$ cat config.mk
export PLATFORM = sky130hd
export DESIGN_NAME = alu_arbiter_flat
export DESIGN_NICKNAME = d
export VERILOG_FILES = /design/src/rtl/alu_arbiter_if.sv /design/src/rtl/alu_arbiter.sv /design/src/flat_wrapper.sv
export SDC_FILE = /design/constraint.sdc
export NUM_CORES = 1
export LEC_CHECK = 0
export CORE_AREA = 10 10 197 199
export DETAILED_ROUTE_END_ITERATION = 6
export DIE_AREA = 0 0 207 209
export GPL_TIMING_DRIVEN = 1
export PLACE_DENSITY = 0.72
export SETUP_SLACK_MARGIN = 0.05
export SKIP_CTS_REPAIR_TIMING = 1
export SLEW_MARGIN = 30
export SYNTH_ARGS = -nofsm -noshare
export SYNTH_HDL_FRONTEND = slang
export SYNTH_SLANG_ARGS = --single-unit
$ cat constraint.sdc
create_clock -name clk -period 1.6 [get_ports clk]
set_clock_uncertainty 0.15 [all_clocks]
set_input_delay 0.32 -clock clk [delete_from_list [all_inputs] [get_ports clk]]
set_output_delay 0.32 -clock clk [all_outputs]
set_load 0.03 [all_outputs]
$ cat src/rtl/alu_arbiter_if.sv
// Bus bundle between two requesters, the shared combinational ALU and the
// response consumer. The arbiter takes the slave side and the environment takes the master side.
interface alu_arbiter_if #(
    parameter int unsigned XLEN = 64
) ();
    logic            req0_valid;
    logic            req0_ready;
    logic [3:0]      req0_op;
    logic [XLEN-1:0] req0_a;
    logic [XLEN-1:0] req0_b;
    logic            req1_valid;
    logic            req1_ready;
    logic [3:0]      req1_op;
    logic [XLEN-1:0] req1_a;
    logic [XLEN-1:0] req1_b;
    logic [3:0]      alu_op;
    logic [XLEN-1:0] alu_in1;
    logic [XLEN-1:0] alu_in2;
    logic [XLEN-1:0] alu_result;
    logic            rsp_valid;
    logic            rsp_ready;
    logic            rsp_id;
    logic [XLEN-1:0] rsp_data;
    logic            rsp_dbz;

    modport slave (
        input  req0_valid, req0_op, req0_a, req0_b,
        input  req1_valid, req1_op, req1_a, req1_b,
        output req0_ready, req1_ready,
        output alu_op, alu_in1, alu_in2,
        input  alu_result,
        output rsp_valid, rsp_id, rsp_data, rsp_dbz,
        input  rsp_ready
    );

    modport master (
        output req0_valid, req0_op, req0_a, req0_b,
        output req1_valid, req1_op, req1_a, req1_b,
        input  req0_ready, req1_ready,
        input  alu_op, alu_in1, alu_in2,
        output alu_result,
        input  rsp_valid, rsp_id, rsp_data, rsp_dbz,
        output rsp_ready
    );
endinterface

$ cat src/rtl/alu_arbiter.sv
// Round-robin arbiter giving two requesters turns on one shared combinational ALU.
// It holds each operation for its execute latency and substitutes a divide-by-zero result.
module alu_arbiter #(
    parameter int unsigned XLEN       = 64,
    parameter int unsigned MUL_CYCLES = 3,
    parameter int unsigned DIV_CYCLES = 8
) (
    input logic          clk,
    input logic          rst_n,
    alu_arbiter_if.slave bus
);
    localparam logic [3:0] OP_MUL   = 4'b0011;
    localparam logic [3:0] OP_DIV   = 4'b1000;
    localparam logic [3:0] MUL_LOAD = 4'(MUL_CYCLES - 1);
    localparam logic [3:0] DIV_LOAD = 4'(DIV_CYCLES - 1);

    typedef enum logic [1:0] {
        S_IDLE = 2'd0,
        S_EXEC = 2'd1,
        S_RESP = 2'd2
    } state_t;

    state_t          r_state;
    state_t          w_next_state;
    logic            w_grant0;
    logic            w_grant1;
    logic            w_grant;
    logic [3:0]      w_sel_op;
    logic [XLEN-1:0] w_sel_a;
    logic [XLEN-1:0] w_sel_b;
    logic            w_done;
    logic            w_dbz;

    logic            r_last_id;
    logic            r_id;
    logic [3:0]      r_op;
    logic [XLEN-1:0] r_a;
    logic [XLEN-1:0] r_b;
    logic [3:0]      r_cnt;
    logic            r_rsp_valid;
    logic            r_rsp_id;
    logic [XLEN-1:0] r_rsp_data;
    logic            r_rsp_dbz;

    // Counter preload: the EXEC state spends (load + 1) cycles on the operation.
    function automatic logic [3:0] exec_load(input logic [3:0] op);
        logic [3:0] v;
        case (op)
            OP_MUL:  v = MUL_LOAD;
            OP_DIV:  v = DIV_LOAD;
            default: v = 4'd0;
        endcase
        return v;
    endfunction

    // FSM state register
    always_ff @(posedge clk or negedge rst_n) begin
        if (!rst_n) begin
            r_state <= S_IDLE;
        end else begin
            r_state <= w_next_state;
        end
    end

    // Next-state and grant decode; on a tie the requester not served last wins
    always_comb begin
        w_next_state = r_state;
        w_grant0     = 1'b0;
        w_grant1     = 1'b0;
        case (r_state)
            S_IDLE: begin
                if (bus.req0_valid && bus.req1_valid) begin
                    if (r_last_id) begin
                        w_grant0 = 1'b1;
                    end else begin
                        w_grant1 = 1'b1;
                    end
                end else if (bus.req0_valid) begin
                    w_grant0 = 1'b1;
                end else if (bus.req1_valid) begin
                    w_grant1 = 1'b1;
                end else begin
                    w_grant0 = 1'b0;
                end
                if (w_grant0 || w_grant1) begin
                    w_next_state = S_EXEC;
                end else begin
                    w_next_state = S_IDLE;
                end
            end
            S_EXEC: begin
                if (r_cnt == 4'd0) begin
                    w_next_state = S_RESP;
                end else begin
                    w_next_state = S_EXEC;
                end
            end
            S_RESP: begin
                if (bus.rsp_ready) begin
                    w_next_state = S_IDLE;
                end else begin
                    w_next_state = S_RESP;
                end
            end
            default: w_next_state = S_IDLE;
        endcase
    end

    assign w_grant  = w_grant0 | w_grant1;
    assign w_sel_op = w_grant1 ? bus.req1_op : bus.req0_op;
    assign w_sel_a  = w_grant1 ? bus.req1_a  : bus.req0_a;
    assign w_sel_b  = w_grant1 ? bus.req1_b  : bus.req0_b;
    assign w_done   = (r_state == S_EXEC) && (r_cnt == 4'd0);
    assign w_dbz    = (r_op == OP_DIV) && (r_b == {XLEN{1'b0}});

    // Latch the granted request and run the execute-cycle counter
    always_ff @(posedge clk or negedge rst_n) begin
        if (!rst_n) begin
            r_last_id <= 1'b1;
            r_id      <= 1'b0;
            r_op      <= 4'd0;
            r_a       <= {XLEN{1'b0}};
            r_b       <= {XLEN{1'b0}};
            r_cnt     <= 4'd0;
        end else if (w_grant) begin
            r_last_id <= w_grant1;
            r_id      <= w_grant1;
            r_op      <= w_sel_op;
            r_a       <= w_sel_a;
            r_b       <= w_sel_b;
            r_cnt     <= exec_load(w_sel_op);
        end else if ((r_state == S_EXEC) && (r_cnt != 4'd0)) begin
            r_cnt <= r_cnt - 4'd1;
        end else begin
            r_cnt <= r_cnt;
        end
    end

    // Response capture on the last EXEC cycle, held until the consumer takes it
    always_ff @(posedge clk or negedge rst_n) begin
        if (!rst_n) begin
            r_rsp_valid <= 1'b0;
            r_rsp_id    <= 1'b0;
            r_rsp_data  <= {XLEN{1'b0}};
            r_rsp_dbz   <= 1'b0;
        end else if (w_done) begin
            r_rsp_valid <= 1'b1;
            r_rsp_id    <= r_id;
            r_rsp_data  <= w_dbz ? {XLEN{1'b1}} : bus.alu_result;
            r_rsp_dbz   <= w_dbz;
        end else if ((r_state == S_RESP) && bus.rsp_ready) begin
            r_rsp_valid <= 1'b0;
        end else begin
            r_rsp_valid <= r_rsp_valid;
        end
    end

    assign bus.req0_ready = w_grant0;
    assign bus.req1_ready = w_grant1;
    // The ALU sees a quiet all-zero operation whenever nothing is executing
    assign bus.alu_op     = (r_state == S_EXEC) ? r_op : 4'b0000;
    assign bus.alu_in1    = (r_state == S_EXEC) ? r_a  : {XLEN{1'b0}};
    assign bus.alu_in2    = (r_state == S_EXEC) ? r_b  : {XLEN{1'b0}};
    assign bus.rsp_valid  = r_rsp_valid;
    assign bus.rsp_id     = r_rsp_id;
    assign bus.rsp_data   = r_rsp_data;
    assign bus.rsp_dbz    = r_rsp_dbz;
endmodule

$ cat src/flat_wrapper.sv
// flat-port wrapper written by rule: the top's interface ports become plain ports
module alu_arbiter_flat 
#(
    parameter int unsigned XLEN       = 64,
    parameter int unsigned MUL_CYCLES = 3,
    parameter int unsigned DIV_CYCLES = 8
)
  (clk, rst_n, bus_req0_valid, bus_req0_op, bus_req0_a, bus_req0_b, bus_req1_valid, bus_req1_op, bus_req1_a, bus_req1_b, bus_req0_ready, bus_req1_ready, bus_alu_op, bus_alu_in1, bus_alu_in2, bus_alu_result, bus_rsp_valid, bus_rsp_id, bus_rsp_data, bus_rsp_dbz, bus_rsp_ready);
  alu_arbiter_if #(.XLEN(XLEN)) bus_i ();
  input logic clk;
  input logic rst_n;
  input wire logic [$bits(bus_i.req0_valid)-1:0] bus_req0_valid;
  input wire logic [$bits(bus_i.req0_op)-1:0] bus_req0_op;
  input wire logic [$bits(bus_i.req0_a)-1:0] bus_req0_a;
  input wire logic [$bits(bus_i.req0_b)-1:0] bus_req0_b;
  input wire logic [$bits(bus_i.req1_valid)-1:0] bus_req1_valid;
  input wire logic [$bits(bus_i.req1_op)-1:0] bus_req1_op;
  input wire logic [$bits(bus_i.req1_a)-1:0] bus_req1_a;
  input wire logic [$bits(bus_i.req1_b)-1:0] bus_req1_b;
  output wire logic [$bits(bus_i.req0_ready)-1:0] bus_req0_ready;
  output wire logic [$bits(bus_i.req1_ready)-1:0] bus_req1_ready;
  output wire logic [$bits(bus_i.alu_op)-1:0] bus_alu_op;
  output wire logic [$bits(bus_i.alu_in1)-1:0] bus_alu_in1;
  output wire logic [$bits(bus_i.alu_in2)-1:0] bus_alu_in2;
  input wire logic [$bits(bus_i.alu_result)-1:0] bus_alu_result;
  output wire logic [$bits(bus_i.rsp_valid)-1:0] bus_rsp_valid;
  output wire logic [$bits(bus_i.rsp_id)-1:0] bus_rsp_id;
  output wire logic [$bits(bus_i.rsp_data)-1:0] bus_rsp_data;
  output wire logic [$bits(bus_i.rsp_dbz)-1:0] bus_rsp_dbz;
  input wire logic [$bits(bus_i.rsp_ready)-1:0] bus_rsp_ready;
  assign bus_i.req0_valid = bus_req0_valid;
  assign bus_i.req0_op = bus_req0_op;
  assign bus_i.req0_a = bus_req0_a;
  assign bus_i.req0_b = bus_req0_b;
  assign bus_i.req1_valid = bus_req1_valid;
  assign bus_i.req1_op = bus_req1_op;
  assign bus_i.req1_a = bus_req1_a;
  assign bus_i.req1_b = bus_req1_b;
  assign bus_req0_ready = bus_i.req0_ready;
  assign bus_req1_ready = bus_i.req1_ready;
  assign bus_alu_op = bus_i.alu_op;
  assign bus_alu_in1 = bus_i.alu_in1;
  assign bus_alu_in2 = bus_i.alu_in2;
  assign bus_i.alu_result = bus_alu_result;
  assign bus_rsp_valid = bus_i.rsp_valid;
  assign bus_rsp_id = bus_i.rsp_id;
  assign bus_rsp_data = bus_i.rsp_data;
  assign bus_rsp_dbz = bus_i.rsp_dbz;
  assign bus_i.rsp_ready = bus_rsp_ready;
  alu_arbiter #(.XLEN(XLEN), .MUL_CYCLES(MUL_CYCLES), .DIV_CYCLES(DIV_CYCLES)) u_core (.clk(clk), .rst_n(rst_n), .bus(bus_i));
endmodule
Word level (Yosys, flattened, before mapping)
Cells that the tools add are included.
{"block": "word_totals", "regBits": 207, "latch_bits": 0, "ram_bits": 0, "mem_bits_ro": 0, "in_bits": 333, "wordCells": 57, "memories": 0}
{"block": "op_classes", "n_addsub": 1, "n_mul": 0, "n_div": 0, "magnitude_cmp": 0, "eq_ne": 5, "n_shift": 0, "mux": 27, "bitwise_logic": 1, "n_reduce_logical": 12}
{"cell": "$mux W64", "n": 5}
{"cell": "$logic_not A64 Y1", "n": 1}
{"cell": "$mux W4", "n": 4}
{"cell": "$mux W1", "n": 14}
{"cell": "$eq A4 B4 Y1 const B", "n": 2}
{"cell": "$pmux W2 S3", "n": 1}
{"cell": "$pmux W3 S2", "n": 1}
{"cell": "$logic_and A1 B1 Y1", "n": 5}
{"cell": "$eq A4 B2 Y1 const B", "n": 1}
{"cell": "$logic_not A4 Y1", "n": 1}
{"cell": "$mux W2", "n": 2}
{"cell": "$reduce_bool A2 Y1", "n": 2}
{"cell": "$reduce_bool A4 Y1", "n": 1}
{"cell": "$sub A4 B1 Y4 const B", "n": 1}
{"cell": "$eq A2 B1 Y1 const B", "n": 1}
{"cell": "$eq A2 B2 Y1 const B", "n": 1}
{"cell": "$logic_not A2 Y1", "n": 1}
{"cell": "$logic_or A1 B1 Y1", "n": 1}
{"cell": "$or A1 B1 Y1", "n": 1}

Depth between registers and ports, before layout
{"block": "depth", "depth_word": 9, "mapped_depth": 9, "mapped_depth_nobuf": 7}

Worst setup path before layout
OpenSTA, ideal clock, no wires.
{"block": "synth_path", "kind": "reg2out", "startpoint": "reg u_core.r_state[0]", "endpoint": "out bus_alu_in1[0]", "t_arrival_ns": 1.433, "required_ns": 1.130, "setup_slack_ns": -0.303, "stages_incl_launch_ff": 6, "path_buffers": 3, "path_cell_list": "dfrtp_1 -> nor2b_1 -> buf_2 -> clkbuf_1 -> clkbuf_1 -> and2_1"}
{"block": "synth_via", "elab_chain_len": 2}
{"item": "start: declaration", "line_no": "alu_arbiter.sv:23", "rtl": "state_t r_state;"}
{"item": "start signal: assignment", "line_no": "alu_arbiter.sv:61", "rtl": "r_state <= w_next_state;"}
{"item": "$eq A2 B1 Y1", "line_no": "alu_arbiter.sv:162", "rtl": "assign bus.alu_in1 = (r_state == S_EXEC) ? r_a : {XLEN{1'b0}};"}
{"item": "$mux W64", "line_no": "alu_arbiter.sv:162"}
{"item": "end: declaration", "line_no": "flat_wrapper.sv:23", "rtl": "output wire logic [$bits(bus_i.alu_in1)-1:0] bus_alu_in1;"}
No other way between the ends.

Worst setup path after layout
{"block": "layout_path", "startpoint": "reg u_core.r_state[1]", "endpoint": "out bus_alu_in1[36]"}
The elaborated chain is that of the path after synthesis.

==> flow_summary.ini <==
[routing]
firstDrtPassIters = 5
vias_per_cell = 4.78
ant_nets = 0
drc = 0
wl_per_cell_um = 20.8
num_vias = 11100
drt_iter0_markers = 440
wl_mm = 48.2

[pwr]
power_frac_comb = 0.687
p_per_area_nw_per_um2 = 2480
power_mw = 48.9
worst_ir_drop_vdd_mv = 1.61
internal-power_mw = 28.0
switching_share = 0.427
power_switching_mw = 20.9
p_seq_frac = 0.202
p_clk_frac = 0.111
power_leakage_nw = 9.07

[place]
portBuffers = 533
dpl.hpwl_mm = 35.2
pre_cts_ws_ns = -0.741
place_inst = 2228
place_congestion = 0.873

[grt]
grt_max_degree = 66
antenna_found_initial = 1
grt_usage = 0.192
grt_pass1_vias = 11300
overflow = 0
grt_pass1_wl_mm = 66.4

[worst_setup_path]
endpoint_kind = output port
critPathLaunch = u_core.r_state[1]
crit_path_start_kind = flop
worstPathRequired_ns = 1.13
cp_max_fo = 9
critical_path_class = reg2out
r2r-start = u_core.r_state[0]
arrival_ns = 1.80

[cells_and_area]
fillers = 2896
fin_cells = 2316
syn_to_final_growth_pct = 96.1
multi_input_area_um2 = 5190
fin_util = 0.563
layout-drive-gt1-share = 0.350
nNetsFinal = 2174
seqCellArea_um2 = 5180

[yosys]
yosysTopAreaCell = dfrtp_1
ys_warn_count = 0
synth_top_area_share = 0.512
yosysUniqueCellTypes = 34
synthFlopType = dfrtp_1
yosysMostFrequentCell = nand2_1
synth_nets = 1494
synth_edf_count = 0
synth-seq-cells = 207
syn_area_per_cell_um2 = 8.68
syn_inst = 1159
yosys-top-cells-area = dfrtp_1, nand2_1, a31oi_1
async_flop_share = 1.00
ys_seq_area_frac = 0.515
synth_common_cells = nand2_1, dfrtp_1, nor2_1, a31oi_1, and2_1
syn_area_um2 = 10100

[clock_network]
max-clock-path-buffers = 3
cts.clk_slew.worst_paths_ns = 0.06
cts_buffers = 23
cts.sinks = 207
htreeDepth = 1
clockRootBuffer = clkbuf_16
clk_latency_ns = 0.51
cts_tree = done

[floorplan]
io_pins = 534
core_um2 = 35100
die_area_um2 = 43300
rows = 69
start_util = 0.287
die_height_um = 209
die_w_um = 207

[flow_run]
cap_violations = 0

[timing]
tightest_slew_ns = 0.365
slew_viol_final = 0
setup_violations = 337
relSlewSlack = 0.754
holdWs_ns = 0.134
maxClockFrequency_mhz = 440
rsz0062_at_grt = yes
post-route-period-util = 1.42
hold_viol = 0
layout_min_cycle_time_ns = 2.27
setup_ws_ns = -0.671

[hold_path]
hp-class = in2async

[status]
violations = negative setup slack
status = finished, violations left
-- path summary, 6_finish.rpt --
check,depth (start not counted),slack [ns],endpoint
setup / recovery,5,-0.67,bus_alu_in1[36]
hold / removal,2,0.13,u_core.r_a[62]
setup reg to reg,9,-0.48,u_core.bus.rsp_data[40]
hold reg to reg,2,0.34,u_core.r_id
max in group asynchronous,3,0.48,u_core.bus.rsp_data[7]
min in group clk,3,0.21,u_core.r_b[15]
-- area by class of cell --
| type | count | share of cell area |
|---|---|---|
| Multi-Input combinational cell | 861 | 0.263 |
| Inverter | 4 | 0.00101 |
| Sequential cell | 207 | 0.263 |
| Clock inverter | 7 | 0.00450 |
| Tap cell | 461 | 0.0292 |
| Antenna cell | 1 | 0.000127 |
| Clock buffer | 33 | 0.0341 |
| Timing Repair Buffer | 742 | 0.405 |
-- power groups by stage --
stage               clock network (mW)  registers, mW  logic (mW)
floorplan                            0           10.9        14.7
global placement                     0           9.54        29.4
detailed placement                   0           9.65        29.8
CTS                               5.54           9.58        29.9
global route                      5.79           10.2        35.4
finish                            5.42           9.89        33.6
-- logic make-up after synthesis --
group           Yosys count  synth area share
simple gates            646             0.283
flops                   207             0.515
compound gates          144            0.0888
buf+inv                  91            0.0419
mux                      66            0.0659
xor+xnor                  3           0.00261
fa+ha+maj                 2           0.00249
-- sequential cells by signal (all words and copies together), names as in the netlist --
register / cells
u_core.bus.rsp_data: 64
u_core.r_a: 64
u_core.r_b: 64
u_core.r_cnt: 4
u_core.r_op: 4
u_core.r_state: 2
u_core.bus.rsp_dbz: 1
u_core.bus.rsp_id: 1
u_core.bus.rsp_valid: 1
u_core.r_id: 1
u_core.r_last_id: 1
-- metal layers --
metal	wire length, µm	track usage	up-vias
met5	0	0	-
met4	1150	0.0591	0
met3	3670	0.0582	66
met2	24800	0.343	450
met1	18600	0.213	5345
li1	-	-	5204
-- layout by cell type, fill, tap and decap left out, types with 2 or more instances in the layout --
cell type        netlist  final
clkbuf_16              0     33
a21oi_1                3      3
nor4b_1                3      2
inv_6                  0      2
bufinv_16              0      2
nor4_2                 0      2
clkdlybuf4s50_1        0    331
nand2b_1               3      3
mux2i_2                0      5
nor4_1                18     16
nand2_2                1     21
nand2_4                0     17
buf_8                  0      3
mux2_2                 2      2
nand4_1                3      3
buf_6                  6    137
clkinv_2               0      4
nor3_1                 2      2
a31oi_1              132    132
clkbuf_8               0      7
xor2_1                 2      2
o21ai_0                5      5
clkbuf_1              37      4
inv_1                  3      3
buf_12                 0     67
buf_16                 0      2
dfrtp_2                0      2
nor2_1               137    136
mux2i_1               64     46
and2_4                 0    114
mux2i_4                0     13
and2_2                 0     18
buf_4                  1    190
dfrtp_1              206    204
nand2_1              342    305
ha_1                   2      2
-- metrics by stage --
stage	TNS, ns	instance area [µm²]
2_1_floorplan	-9.63	10500
3_3_place_gp	-114.61	17600
3_5_place_dp	-121.99	17600
4_1_cts	-201.11	18300
5_1_grt	-170.75	19700
6_report	-135.70	19700
-- critical path, stage by stage, from the launching register on --
cell,delay [ns]
dfrtp_2,0.44
nor2b_4,0.21
buf_12,0.19
buf_4,0.16
and2_4,0.14
buf_4,0.16
Note: power is estimated with default switching activity, not from simulation.
